File: src/rtl/instruction_fetch_pkg.sv
// instruction_fetch_pkg: shared fetch constants and FSM state encoding.
package instruction_fetch_pkg;
    localparam logic [31:0] RESET_ADDR = 32'h0000_0000;
    localparam logic [31:0] NOP_INST   = 32'h0000_0013;
    localparam logic [31:0] PC_INC     = 32'd4;
    localparam logic [1:0]  ST_RESET   = 2'd0;
    localparam logic [1:0]  ST_RUN     = 2'd1;
    localparam logic [1:0]  ST_FAULT   = 2'd2;
endpackage

File: src/rtl/instruction_fetch.sv
// instruction_fetch: PC owner and instruction-ROM initiator feeding decode, with stall,
// zero-bubble redirect and sticky misaligned-target trap.
module instruction_fetch
    import instruction_fetch_pkg::*;
(
    input  logic        clk,
    input  logic        rst,
    input  logic        stall,
    input  logic        redirect,
    input  logic [31:0] redirect_addr,
    output logic        imem_en,
    output logic [31:0] imem_addr,
    input  logic [31:0] imem_dout,
    output logic [31:0] inst_addr_fetch,
    output logic [31:0] instruction_dec,
    output logic [31:0] inst_addr_dec,
    output logic        valid_dec,
    output logic        fault,
    output logic [31:0] fault_addr,
    output logic [31:0] fetch_count
);
    logic [1:0]  state_q, state_d;
    logic [31:0] pc_q, pc_d;
    logic [31:0] dec_addr_q, dec_addr_d;
    logic        valid_q, valid_d;
    logic        fault_q, fault_d;
    logic [31:0] fault_addr_q, fault_addr_d;
    logic [31:0] count_q, count_d;
    logic        run;
    logic        misaligned;

    assign run        = state_q == ST_RUN;
    assign misaligned = redirect_addr[1:0] != 2'b00;
    // The redirect target bypasses the PC so the taken path costs no bubble.
    assign imem_addr       = redirect ? redirect_addr : pc_q;
    assign imem_en         = run & (redirect | ~stall);
    assign inst_addr_fetch = pc_q;
    assign instruction_dec = valid_q ? imem_dout : NOP_INST;
    assign inst_addr_dec   = dec_addr_q;
    assign valid_dec       = valid_q;
    assign fault           = fault_q;
    assign fault_addr      = fault_addr_q;
    assign fetch_count     = count_q;

    always_comb begin
        state_d      = state_q;
        pc_d         = pc_q;
        dec_addr_d   = dec_addr_q;
        valid_d      = valid_q;
        fault_d      = fault_q;
        fault_addr_d = fault_addr_q;
        count_d      = (valid_q && !stall) ? count_q + 32'd1 : count_q;
        if (state_q == ST_RESET) begin
            state_d = ST_RUN;
        end else if (run) begin
            if (redirect && misaligned) begin
                state_d      = ST_FAULT;
                fault_d      = 1'b1;
                fault_addr_d = redirect_addr;
                valid_d      = 1'b0;
            end else if (redirect) begin
                pc_d       = redirect_addr + PC_INC;
                dec_addr_d = redirect_addr;
                valid_d    = 1'b1;
            end else if (!stall) begin
                pc_d       = pc_q + PC_INC;
                dec_addr_d = pc_q;
                valid_d    = 1'b1;
            end
        end
    end

    always_ff @(posedge clk) begin
        if (rst) begin
            state_q      <= ST_RESET;
            pc_q         <= RESET_ADDR;
            dec_addr_q   <= 32'd0;
            valid_q      <= 1'b0;
            fault_q      <= 1'b0;
            fault_addr_q <= 32'd0;
            count_q      <= 32'd0;
        end else begin
            state_q      <= state_d;
            pc_q         <= pc_d;
            dec_addr_q   <= dec_addr_d;
            valid_q      <= valid_d;
            fault_q      <= fault_d;
            fault_addr_q <= fault_addr_d;
            count_q      <= count_d;
        end
    end
endmodule

File: config.mk
export PLATFORM = sky130hd
export DESIGN_NAME = instruction_fetch
export DESIGN_NICKNAME = d
export VERILOG_FILES = /design/src/rtl/instruction_fetch_pkg.sv /design/src/rtl/instruction_fetch.sv
export SDC_FILE = /design/constraint.sdc
export NUM_CORES = 1
export LEC_CHECK = 0
export CORE_MARGIN = 1
export CORE_UTILIZATION = 47
export CTS_CLUSTER_DIAMETER = 50
export CTS_CLUSTER_SIZE = 40
export DETAILED_ROUTE_END_ITERATION = 10
export GPL_TIMING_DRIVEN = 0
export PLACE_DENSITY = 0.95
export SLEW_MARGIN = 20
export SYNTH_ARGS = -nofsm -noshare
export SYNTH_HDL_FRONTEND = slang
export SYNTH_SLANG_ARGS = --single-unit
File: constraint.sdc
create_clock -name clk -period 10.4 [get_ports clk]
set_clock_uncertainty 0.2 [all_clocks]
set_input_delay 2.08 -clock clk [delete_from_list [all_inputs] [get_ports clk]]
set_output_delay 2.08 -clock clk [all_outputs]
set_load 0.1 [all_outputs]
==> qor.tcl <==
set qor(outcome) {finished, final reports clean}
set qor(period_needed_ns) 7.484
set qor(worstPathArrival_ns) 5.20
set qor(timing.fmax_ghz) 0.1336
set qor(power_frac_seq_pct) 33.7
set qor(remaining_drc_errors) 0
set qor(max-vdd-ir-drop_uv) 122.3
set qor(drt_wl_total_mm) 25.62
set qor(p_clk_share_pct) 36.4
set qor(timing.hold.worst.class) {reg2reg}
set qor(fin_tns_setup_ns) 0
set qor(dieHeight_um) 120.1
set qor(hold_violations) 0
set qor(path_max_fanout) 10
set qor(vias_per_cell) 5.969
set qor(rsz0062_at_grt) {no}
set qor(worstPathRequired_ns) 8.12
set qor(cts_root_buffer) {clkbuf_16}
set qor(crit_path_top_delay_cell) {clkdlybuf4s50_1}
set qor(hpwlAfterDp_mm) 18.13
set qor(max_cap_violations) 0
set qor(report.final.setup_viol) 0
set qor(fillerInstances) 966
set qor(slew_headroom_pct) 26.51
set qor(sequential_to_total_area_share_from_yosys_stat_pct) 40.29
set qor(placeableCoreArea_um2) 13400
set qor(final-max-slew-violation-count) 0
set qor(crit_chain) {clkdlybuf4s50_1 -> buf_6 -> buf_4 -> buf_4 -> buf_2 -> mux2i_1 -> inv_1 -> clkdlybuf4s50_1}
set qor(post_synth_edffs) 0
set qor(cts_post_setup_buffers_inserted) 0
set qor(n_antenna_cell) 0
set qor(cts_repair_resizes) 0
set qor(number_of_antenna_violations_at_the_first_check_in_global_routing) 0
set qor(port-buffer-count) 262
set qor(synth.lib_cells_used.distinct) 57
set qor(synth_flop_cell) {dfxtp_1}
set qor(ys.warnings.count) 0
set qor(synth_top_cell_area_share_pct) 40.29
set qor(setup.worst_path.end_class) {output port}
set qor(grt_use_total_pct) 35.30
set qor(synth.cells.most_frequent) {132 x dfxtp_1, 109 x nand2_1, 76 x nor2_1, 54 x a21oi_1, 35 x and2_1}
set qor(design.final.nets) 1161
set qor(cts_buffer_depth) 2
set qor(stdcell_area_um2) 9968
set qor(grt_max_degree) 17
set qor(clk_pin_slew_worst_paths_ns) 0.05
set qor(critPathKind) {in2out}
set qor(total_leakage_power_nw) 3.653
set qor(drt-pass1-iter-count) 5
set qor(p_comb_share_pct) 29.9
set qor(period_share_pct) 71.96
set qor(layout-area-overhead-vs-synth_pct) 51.98
set qor(worstSkewPairLatency_ns) 0.43
set qor(netlist_instances) 810
set qor(grt_ovf) 0
set qor(cts_tree) {done}
set qor(grt_pass1_vias) 7299
set qor(cts.sinks) 132
set qor(internal_power_mw) 1.014
set qor(grt_first_pass_wirelength_mm) 39.34
set qor(via_count) 7640
set qor(mappedNetlistArea_um2) 6559
set qor(total_switching_power_uw) 601.0
set qor(yosysMostFrequentCell) {dfxtp_1}
set qor(worst_path_largest_cell_delay_ns) 1.01
set qor(htreeDepth) 4
set qor(switching_share_pct) 37.21
set qor(postRouteAntennaNets) 0
set qor(synth_fp_nets) 880
set qor(ioPinCount) 263
set qor(synthesis.area_per_instance_um2) 8.097
set qor(worstMarginPinSlew_ns) 1.099
set qor(post-synth-top-area-cell) {dfxtp_1}
set qor(power_per_cell_area_nw_per_um2) 162.0
set qor(yosys_register_bits) 132
set qor(start_util_pct) 48.94
set qor(numCtsBuffers) 17
set qor(ys_async_sr_fraction_pct) 0
set qor(num_rows) 42
set qor(postPlaceCellArea_um2) 9402
set qor(drt_first_iter_violations) 943
set qor(route.detailed.wl_per_inst_um) 20.01
set qor(final_weighted_congestion_of_routability_driven_global_placement) 0.9865
set qor(fp.dieArea_um2) 14430
set qor(hold_buffers) 0
set qor(post_synth_main_area_contributors) {dfxtp_1 40%, nand2_1 6.2%, nor2_1 4.3%, a21oi_1 4.1%, and2_1 3.3%}
set qor(worstSetupStartpointType) {primary input}
set qor(layout-drive-gt1-share_pct) 5.797
set qor(die_width_um) 120.1
## placed cells by master (no fill, tap or decap), types with 3 or more instances in the layout
cell               n
clkdlybuf4s50_1  262
dfxtp_1          132
nand2_1          109
nor2_1            76
a21oi_1           54
clkbuf_1          40
and2_1            35
nor3_1            33
inv_1             31
nand3_1           28
xnor2_1           23
a211oi_1          22
nand3b_1          22
or3_1             21
mux2i_1           20
o21ai_0           20
clkbuf_16         17
xor2_1            12
buf_2             11
mux2_2            11
nand4_1           11
nor4_1            10
and3_1             8
nand4b_1           8
o311ai_1           8
nand2b_1           6
o31ai_1            6
buf_4              5
nor2b_1            5
and4_1             4
buf_1              4
or4_1              4
nand4_2            3
a22oi_1            3
clkbuf_8           3
## critical path: cells and delay by family
kind | cells | cell delay, ns
mux | 1 | 0.42
buf+inv | 7 | 2.69
## cell families after synthesis
group / Yosys count / share of synthesized area, %
fa+ha+maj: 2 / 0.3815
flops: 132 / 40.29
simple gates: 389 / 30.71
compound gates: 135 / 13.47
mux: 31 / 4.941
buf+inv: 86 / 5.532
xor+xnor: 35 / 4.674
## stage by stage
| stage | hold WS (ns) | total power, mW | setup slack, ns | utilization (%) | std cells |
|---|---|---|---|---|---|
| after floorplan | 0.2769 | 0.8921 | 4.575 | - | 810 |
| after detailed placement | 0.2478 | 1.029 | 3.031 | 70.16 | 1248 |
| after global routing | 0.2717 | 1.649 | 2.886 | 74.39 | 1280 |
| after CTS | 0.2553 | 1.610 | 3.005 | 74.39 | 1280 |
| final | 0.2540 | 1.615 | 2.916 | 74.39 | 1280 |
| after global placement | 0.2407 | 1.024 | 3.088 | 70.16 | 1248 |
## area by class of cell
cell class / count / area (um^2) / area share [%]
clock buffers: 28 / 496.7 / 4.983
clock inverters: 4 / 70.07 / 0.7029
plain buffers: 53 / 239.0 / 2.397
inverters: 33 / 123.9 / 1.243
multi-input cells: 592 / 3553 / 35.65
repair buffers: 262 / 2623 / 26.31
flip-flops and latches: 132 / 2643 / 26.51
well taps: 176 / 220.2 / 2.209
## sequential cells by signal, summed over array words and instances, names as in the netlist
signal	flops
state_q	2
inst_addr_fetch	32
inst_addr_dec	32
valid_dec	1
fault	1
fetch_count	32
fault_addr	32
## power by group through the flow
stage,sequential [mW],clock (mW),combinational [mW]
after floorplan,0.696,0,0.196
after global placement,0.552,0,0.471
after detailed placement,0.553,0,0.475
after CTS,0.543,0.589,0.478
after global routing,0.545,0.609,0.495
final,0.544,0.589,0.483
## metal layers
layer  part of all wire, %  routed length, um  global-route usage (%)  vias to the layer above
met4                   4.6               1183                   18.67                        0
li1                      -                  -                       -                     3383
met1                    37               9418                   40.73                     3578
met2                    46              11900                   57.79                      559
met5                     0                  0                       0                        -
met3                    12               3113                   11.55                      120
## worst paths after layout
path                                         start                  end  slack (ns)  cells after the start
worst min-delay path                fault_addr[17]       fault_addr[17]        0.25                      2
worst max-delay path                      redirect        imem_addr[17]        2.92                      8
worst max register to register  inst_addr_fetch[2]  inst_addr_fetch[28]        7.56                      8
worst min register to register      fault_addr[17]       fault_addr[17]        0.25                      2
Power figures use the tool's default switching activity.
